==> config.mk <==
export PLATFORM = sky130hd
export DESIGN_NAME = acc_dispatch_ctrl
export DESIGN_NICKNAME = d
export VERILOG_FILES = /design/src/rtl/acc_dispatch_ctrl.sv
export SDC_FILE = /design/constraint.sdc
export NUM_CORES = 1
export LEC_CHECK = 0
export ABC_AREA = 1
export CORE_ASPECT_RATIO = 1.75
export CORE_MARGIN = 1
export CORE_UTILIZATION = 35
export DETAILED_ROUTE_END_ITERATION = 10
export PLACE_DENSITY = 0.55
export SYNTH_ARGS = -nofsm -noshare
export SYNTH_HDL_FRONTEND = slang
export SYNTH_SLANG_ARGS = --single-unit
==> constraint.sdc <==
create_clock -name clk_i -period 16 [get_ports clk_i]
set_input_delay 3.2 -clock clk_i [delete_from_list [all_inputs] [get_ports clk_i]]
set_output_delay 3.2 -clock clk_i [all_outputs]
set_load 0.05 [all_outputs]
==> src/rtl/acc_dispatch_ctrl.sv <==
// rtl/acc_dispatch_ctrl.sv - accelerator dispatch: issue FIFO, in-flight tracking, flush/drain, writeback
module acc_dispatch_ctrl #(
    parameter int XLEN            = 64,
    parameter int DEPTH           = 4,
    parameter int MAX_OUTSTANDING = 4,
    parameter int TRANS_ID_W      = 3
) (
    input  logic                  clk_i,
    input  logic                  rst_i,
    input  logic                  flush_i,
    input  logic                  issue_valid_i,
    output logic                  issue_ready_o,
    input  logic [31:0]           issue_instr_i,
    input  logic [XLEN-1:0]       issue_rs1_i,
    input  logic [XLEN-1:0]       issue_rs2_i,
    input  logic [TRANS_ID_W-1:0] issue_trans_id_i,
    output logic                  acc_req_valid_o,
    input  logic                  acc_req_ready_i,
    output logic [31:0]           acc_req_instr_o,
    output logic [XLEN-1:0]       acc_req_rs1_o,
    output logic [XLEN-1:0]       acc_req_rs2_o,
    output logic [TRANS_ID_W-1:0] acc_req_trans_id_o,
    input  logic                  acc_resp_valid_i,
    input  logic [TRANS_ID_W-1:0] acc_resp_trans_id_i,
    input  logic [XLEN-1:0]       acc_resp_result_i,
    input  logic                  acc_resp_error_i,
    output logic                  wb_valid_o,
    output logic [TRANS_ID_W-1:0] wb_trans_id_o,
    output logic [XLEN-1:0]       wb_result_o,
    output logic                  wb_ex_valid_o,
    output logic [3:0]            inflight_o,
    output logic                  idle_o,
    output logic                  unexpected_resp_o
);

    localparam int PTR_W = $clog2(DEPTH);
    localparam int CNT_W = PTR_W + 1;

    localparam logic [0:0] RUN   = 1'b0;
    localparam logic [0:0] DRAIN = 1'b1;

    logic [0:0]            state;
    logic [0:0]            state_next;
    logic [31:0]           instr_mem [DEPTH];
    logic [XLEN-1:0]       rs1_mem   [DEPTH];
    logic [XLEN-1:0]       rs2_mem   [DEPTH];
    logic [TRANS_ID_W-1:0] tid_mem   [DEPTH];
    logic [PTR_W-1:0]      rd_ptr;
    logic [PTR_W-1:0]      wr_ptr;
    logic [CNT_W-1:0]      count;
    logic [3:0]            inflight;
    logic [3:0]            inflight_next;

    logic run;
    logic full;
    logic empty;
    logic push;
    logic pop;
    logic resp_ok;
    logic resp_stray;

    assign run        = (state == RUN);
    assign full       = (count == CNT_W'(DEPTH));
    assign empty      = (count == '0);
    assign resp_ok    = acc_resp_valid_i && (inflight != 4'd0);
    assign resp_stray = acc_resp_valid_i && (inflight == 4'd0);

    assign issue_ready_o   = run && !full && !flush_i;
    assign acc_req_valid_o = run && !empty && (inflight < 4'(MAX_OUTSTANDING)) && !flush_i;
    assign push            = issue_valid_i && issue_ready_o;
    assign pop             = acc_req_valid_o && acc_req_ready_i;

    // Head of queue is shown directly; it only moves on pop, so payload holds while stalled
    assign acc_req_instr_o    = instr_mem[rd_ptr];
    assign acc_req_rs1_o      = rs1_mem[rd_ptr];
    assign acc_req_rs2_o      = rs2_mem[rd_ptr];
    assign acc_req_trans_id_o = tid_mem[rd_ptr];

    assign inflight_o = inflight;
    assign idle_o     = run && empty && (inflight == 4'd0);

    // Net in-flight change: a fire and an accepted response in one cycle cancel out
    always_comb begin
        inflight_next = inflight;
        case ({pop, resp_ok})
            2'b10:   inflight_next = inflight + 4'd1;
            2'b01:   inflight_next = inflight - 4'd1;
            default: inflight_next = inflight;
        endcase
    end

    // Flush in RUN drains outstanding work; DRAIN exits once nothing is outstanding and no flush is held
    always_comb begin
        state_next = state;
        if (state == RUN) begin
            if (flush_i && (inflight_next != 4'd0)) begin
                state_next = DRAIN;
            end
        end else begin
            if ((inflight_next == 4'd0) && !flush_i) begin
                state_next = RUN;
            end
        end
    end

    // Queue pointers and occupancy; a flush in RUN discards every queued entry
    always_ff @(posedge clk_i) begin
        if (rst_i) begin
            rd_ptr <= '0;
            wr_ptr <= '0;
            count  <= '0;
        end else if (run && flush_i) begin
            rd_ptr <= '0;
            wr_ptr <= '0;
            count  <= '0;
        end else begin
            if (push) begin
                wr_ptr <= wr_ptr + PTR_W'(1);
            end
            if (pop) begin
                rd_ptr <= rd_ptr + PTR_W'(1);
            end
            case ({push, pop})
                2'b10:   count <= count + CNT_W'(1);
                2'b01:   count <= count - CNT_W'(1);
                default: count <= count;
            endcase
        end
    end

    // Queue storage; contents are don't-care until written, so no reset is needed
    always_ff @(posedge clk_i) begin
        if (push) begin
            instr_mem[wr_ptr] <= issue_instr_i;
            rs1_mem[wr_ptr]   <= issue_rs1_i;
            rs2_mem[wr_ptr]   <= issue_rs2_i;
            tid_mem[wr_ptr]   <= issue_trans_id_i;
        end
    end

    // FSM, in-flight counter and sticky stray-response flag
    always_ff @(posedge clk_i) begin
        if (rst_i) begin
            state             <= RUN;
            inflight          <= 4'd0;
            unexpected_resp_o <= 1'b0;
        end else begin
            state    <= state_next;
            inflight <= inflight_next;
            if (resp_stray) begin
                unexpected_resp_o <= 1'b1;
            end
        end
    end

    // Registered writeback; responses arriving while draining or flushing are dropped
    always_ff @(posedge clk_i) begin
        if (rst_i) begin
            wb_valid_o    <= 1'b0;
            wb_trans_id_o <= '0;
            wb_result_o   <= '0;
            wb_ex_valid_o <= 1'b0;
        end else begin
            wb_valid_o <= run && resp_ok && !flush_i;
            if (run && resp_ok && !flush_i) begin
                wb_trans_id_o <= acc_resp_trans_id_i;
                wb_result_o   <= acc_resp_result_i;
                wb_ex_valid_o <= acc_resp_error_i;
            end
        end
    end

endmodule

==> key figures <==
Setup path
  • Worst r2r path cells: 15
  • Max stage delay on crit path: 0.83 ns
  • Crit-path leading delay family: buffers and inverters
  • Levels on crit path: 5
  • Critical Path Fanout Max: 3
  • Most used cell, CP: clkdlybuf4s50_1
  • Crit Path Category: in2out
  • Nature of the critical path endpoint: primary output
  • Crit path required time: 12.80 ns
  • Worst path bufs/invs: 3
  • Worst setup SP type: input port
  • Critical path arrival: 4.86 ns
  • Critical Path Slowest Stage Cell: clkdlybuf4s50_1
  • Cells along the critical path: clkdlybuf4s50_1, nor2_4, inv_2, a31oi_2, clkdlybuf4s50_1

Floorplan
  • Die area: approximately 79,000 sq um
  • Vert. Die Dim: 372 um
  • Starting Density: 0.353
  • Core Region: 77,400 sq um
  • Die Wd: 213 um
  • Row cnt: 135
  • # IOs: 477

STA
  • Final worst slack: 7.94 ns
  • Slew Limit Fails: 0
  • Worst Max-Slew Pin Slew: 1.22 ns
  • Final setup fails: 0
  • RSZ-0062 raised after global routing: false
  • Final-report hold violation count: 0
  • Normalized max-slew margin: 0.190
  • Fmax: 124 MHz
  • Worst Clk Skew: 0.0157 ns
  • Setup TNS: 0 ns
  • Tcrit/Tclk final: 0.504
  • Final min period: 8.06 ns

Global route
  • Global-route wire length before repair: roughly 110 mm
  • Met1 Use GR: 0.198
  • GR peak layer: met2
  • Met3 usage: 0.0737
  • Pin count of the biggest net entering global routing: roughly 220
  • Initial antenna violation count: 18
  • GRT Util Overall: 0.182
  • Grt total ovfl: 0
  • Met2 global-route usage: 0.309
  • Number of global-route vias before repair: 17,900

Clock tree
  • Post-cts sizing count: 0
  • Hold buffers post-CTS: 0
  • CTS Buf Count: 70
  • CTS tree: yes
  • Clock insertion delay at the later pin of the skew report: 0.65 ns
  • Htree depth: 3
  • Post-CTS setup buffers: 0
  • Buffer depth of the longest clock path: 3
  • Clock transition at path regs: roughly 0.06 ns
  • Clock root cell: clkbuf_16
  • Clock sinks: 736

Place
  • Dpl hpwl: 43.0 mm
  • I/O Buffers: 476
  • Pre-CTS setup slack: ~8 ns
  • RD Place Congestion: 0.756

Power
  • Sequential share of power: 0.490
  • Peak supply drop: about 150 uV
  • Combinational share of power: 0.141
  • Leak pwr: ~12 nW
  • PwrDens: 127 nW/um^2
  • Clock power share: 0.369
  • P_sw: 1.17 mW
  • Pint: 3.31 mW
  • Switching Fraction: 0.261

Layout
  • Final Net Count: roughly 2,700
  • Area occupied by multi-input gates: 5360 sq um
  • Filler cells: 7,018
  • Area growth syn-to-layout: 29.0%
  • Share of layout cells above drive strength 1: 0.0558
  • FF/Latch Area: 21,300 sq um

Drt
  • WL final: 73.6 mm
  • DRC viols: 0
  • Wire per inst: 20.9 um
  • Vias: 17,800
  • Post-DRT Antenna Nets: 0
  • DRT Pass-1 Iters: 6
  • 1st-iter DRT viols: 1,039
  • DR vias/cell: 5.06

Logic synthesis
  • Ranking of synthesized cells by area: edfxtp_1, dfxtp_1, o21ai_0, nor2_1, o22ai_1
  • Syn_nets: 2,250
  • Share of the synthesized area in the top cell type: 0.717
  • Ys Warns: 0
  • Cell count after synthesis: 2,004
  • Unique masters post-synth: 32
  • Sequential area share after synthesis: 0.778
  • Syn Area/Cell: between 10 and 15 sq um
  • Synth Register Bits: 736
  • Leading area contributor after synthesis: edfxtp_1
  • Post-synthesis instance area: ~27,000 sq um

Flow run
  • Count of maximum capacitance violations: 0

Hold path
  • Hold crit path type: reg2reg
  • Worst Hold Depth: 2

Status
  • Outcome: finished, final reports clean
## routing by layer
layer	share of wire	wire (um)	vias to the layer above
met5	0.0021	154	-
met4	0.028	2070	22
met3	0.099	7280	117
met2	0.49	36300	594
met1	0.38	27800	8789
li1	-	-	8301
## tightest hold or removal path: cells and delay by family (launching register included)
family | cells | cell delay (ns)
flip-flops | 1 | 0.31
AO/OA/AOI/OAI | 1 | 0.05
AND/OR/NAND/NOR | 1 | 0.06
## power by group through the flow
stage	Clock (mW)	Combinational (mW)	Sequential, mW
CTS	1.71	0.638	2.20
detailed placement	0	0.636	2.24
global placement	0	0.629	2.23
finish	1.65	0.632	2.20
floorplan	0	0.298	2.33
global route	1.77	0.670	2.20
## stage by stage
stage / power, mW / instances / cell area [sq um] / util / hold slack [ns]
after floorplan: 2.63 / 2004 / 27300 / - / 0.449
after global placement: 2.86 / 3394 / 33000 / 0.426 / 0.447
after detailed placement: 2.87 / 3394 / 33000 / 0.426 / 0.452
after CTS: 4.54 / 3517 / 35200 / 0.455 / 0.462
after global routing: 4.64 / 3521 / 35200 / 0.456 / 0.473
final: 4.48 / 3522 / 35200 / 0.456 / 0.462
## cell usage after synthesis, drive strengths merged
library cell    n
fa              1
xnor2           1
buf            45
edfxtp        652
o21a            1
clkbuf         91
nand3          74
ha              8
dfxtp          84
nor2          348
nand3b          1
nor3            1
o22ai         163
o21bai          1
o21ai         332
clkinv          1
or2             1
nand4           1
a31oi           1
a21oi          78
inv            26
nand2          91
xor2            2
## cells in the final DEF (no fill, tap or decap), types with 6 or more instances in the layout
master / count
inv_1: 23
ha_1: 8
clkinv_2: 9
clkdlybuf4s50_1: 475
nand2_1: 88
bufinv_16: 6
edfxtp_1: 652
nand3_1: 74
nor2_1: 341
a21oi_1: 78
clkbuf_1: 15
o21ai_0: 332
dfxtp_1: 82
buf_4: 22
o22ai_1: 163
clkinv_1: 11
clkbuf_16: 72
## path summary, 6_finish.rpt
check	endpoint	from	slack, ns
setup / recovery	issue_ready_o	flush_i	7.94
hold / removal	wb_result_o[53]	wb_result_o[53]	0.46
setup reg to reg	state	state	12.73
hold reg to reg	wb_result_o[53]	wb_result_o[53]	0.46
## logic make-up after synthesis
family          share of synthesized area
buf+inv                            0.0266
simple gates                       0.0762
flops                               0.778
compound gates                      0.113
xor+xnor                         0.000962
fa+ha+maj                         0.00440
## layout make-up
type,instances,area share
Antenna cell,5,0.000355
Clock buffer,89,0.0535
Clock inverter,34,0.0109
Inverter,27,0.00316
Multi-Input combinational cell,1105,0.152
Sequential cell,736,0.603
Tap cell,1027,0.0365
Timing Repair Buffer,499,0.140
## state kept, by name, summed over array words and instances (netlist names), named ones only
register / count
rs1_mem: 256
rs2_mem: 256
instr_mem: 128
wb_result_o: 64
tid_mem: 12
inflight_o: 4
count: 3
wb_trans_id_o: 3
rd_ptr: 2
wr_ptr: 2
state: 1
unexpected_resp_o: 1
wb_ex_valid_o: 1
wb_valid_o: 1
Power figures use the tool's default switching activity.
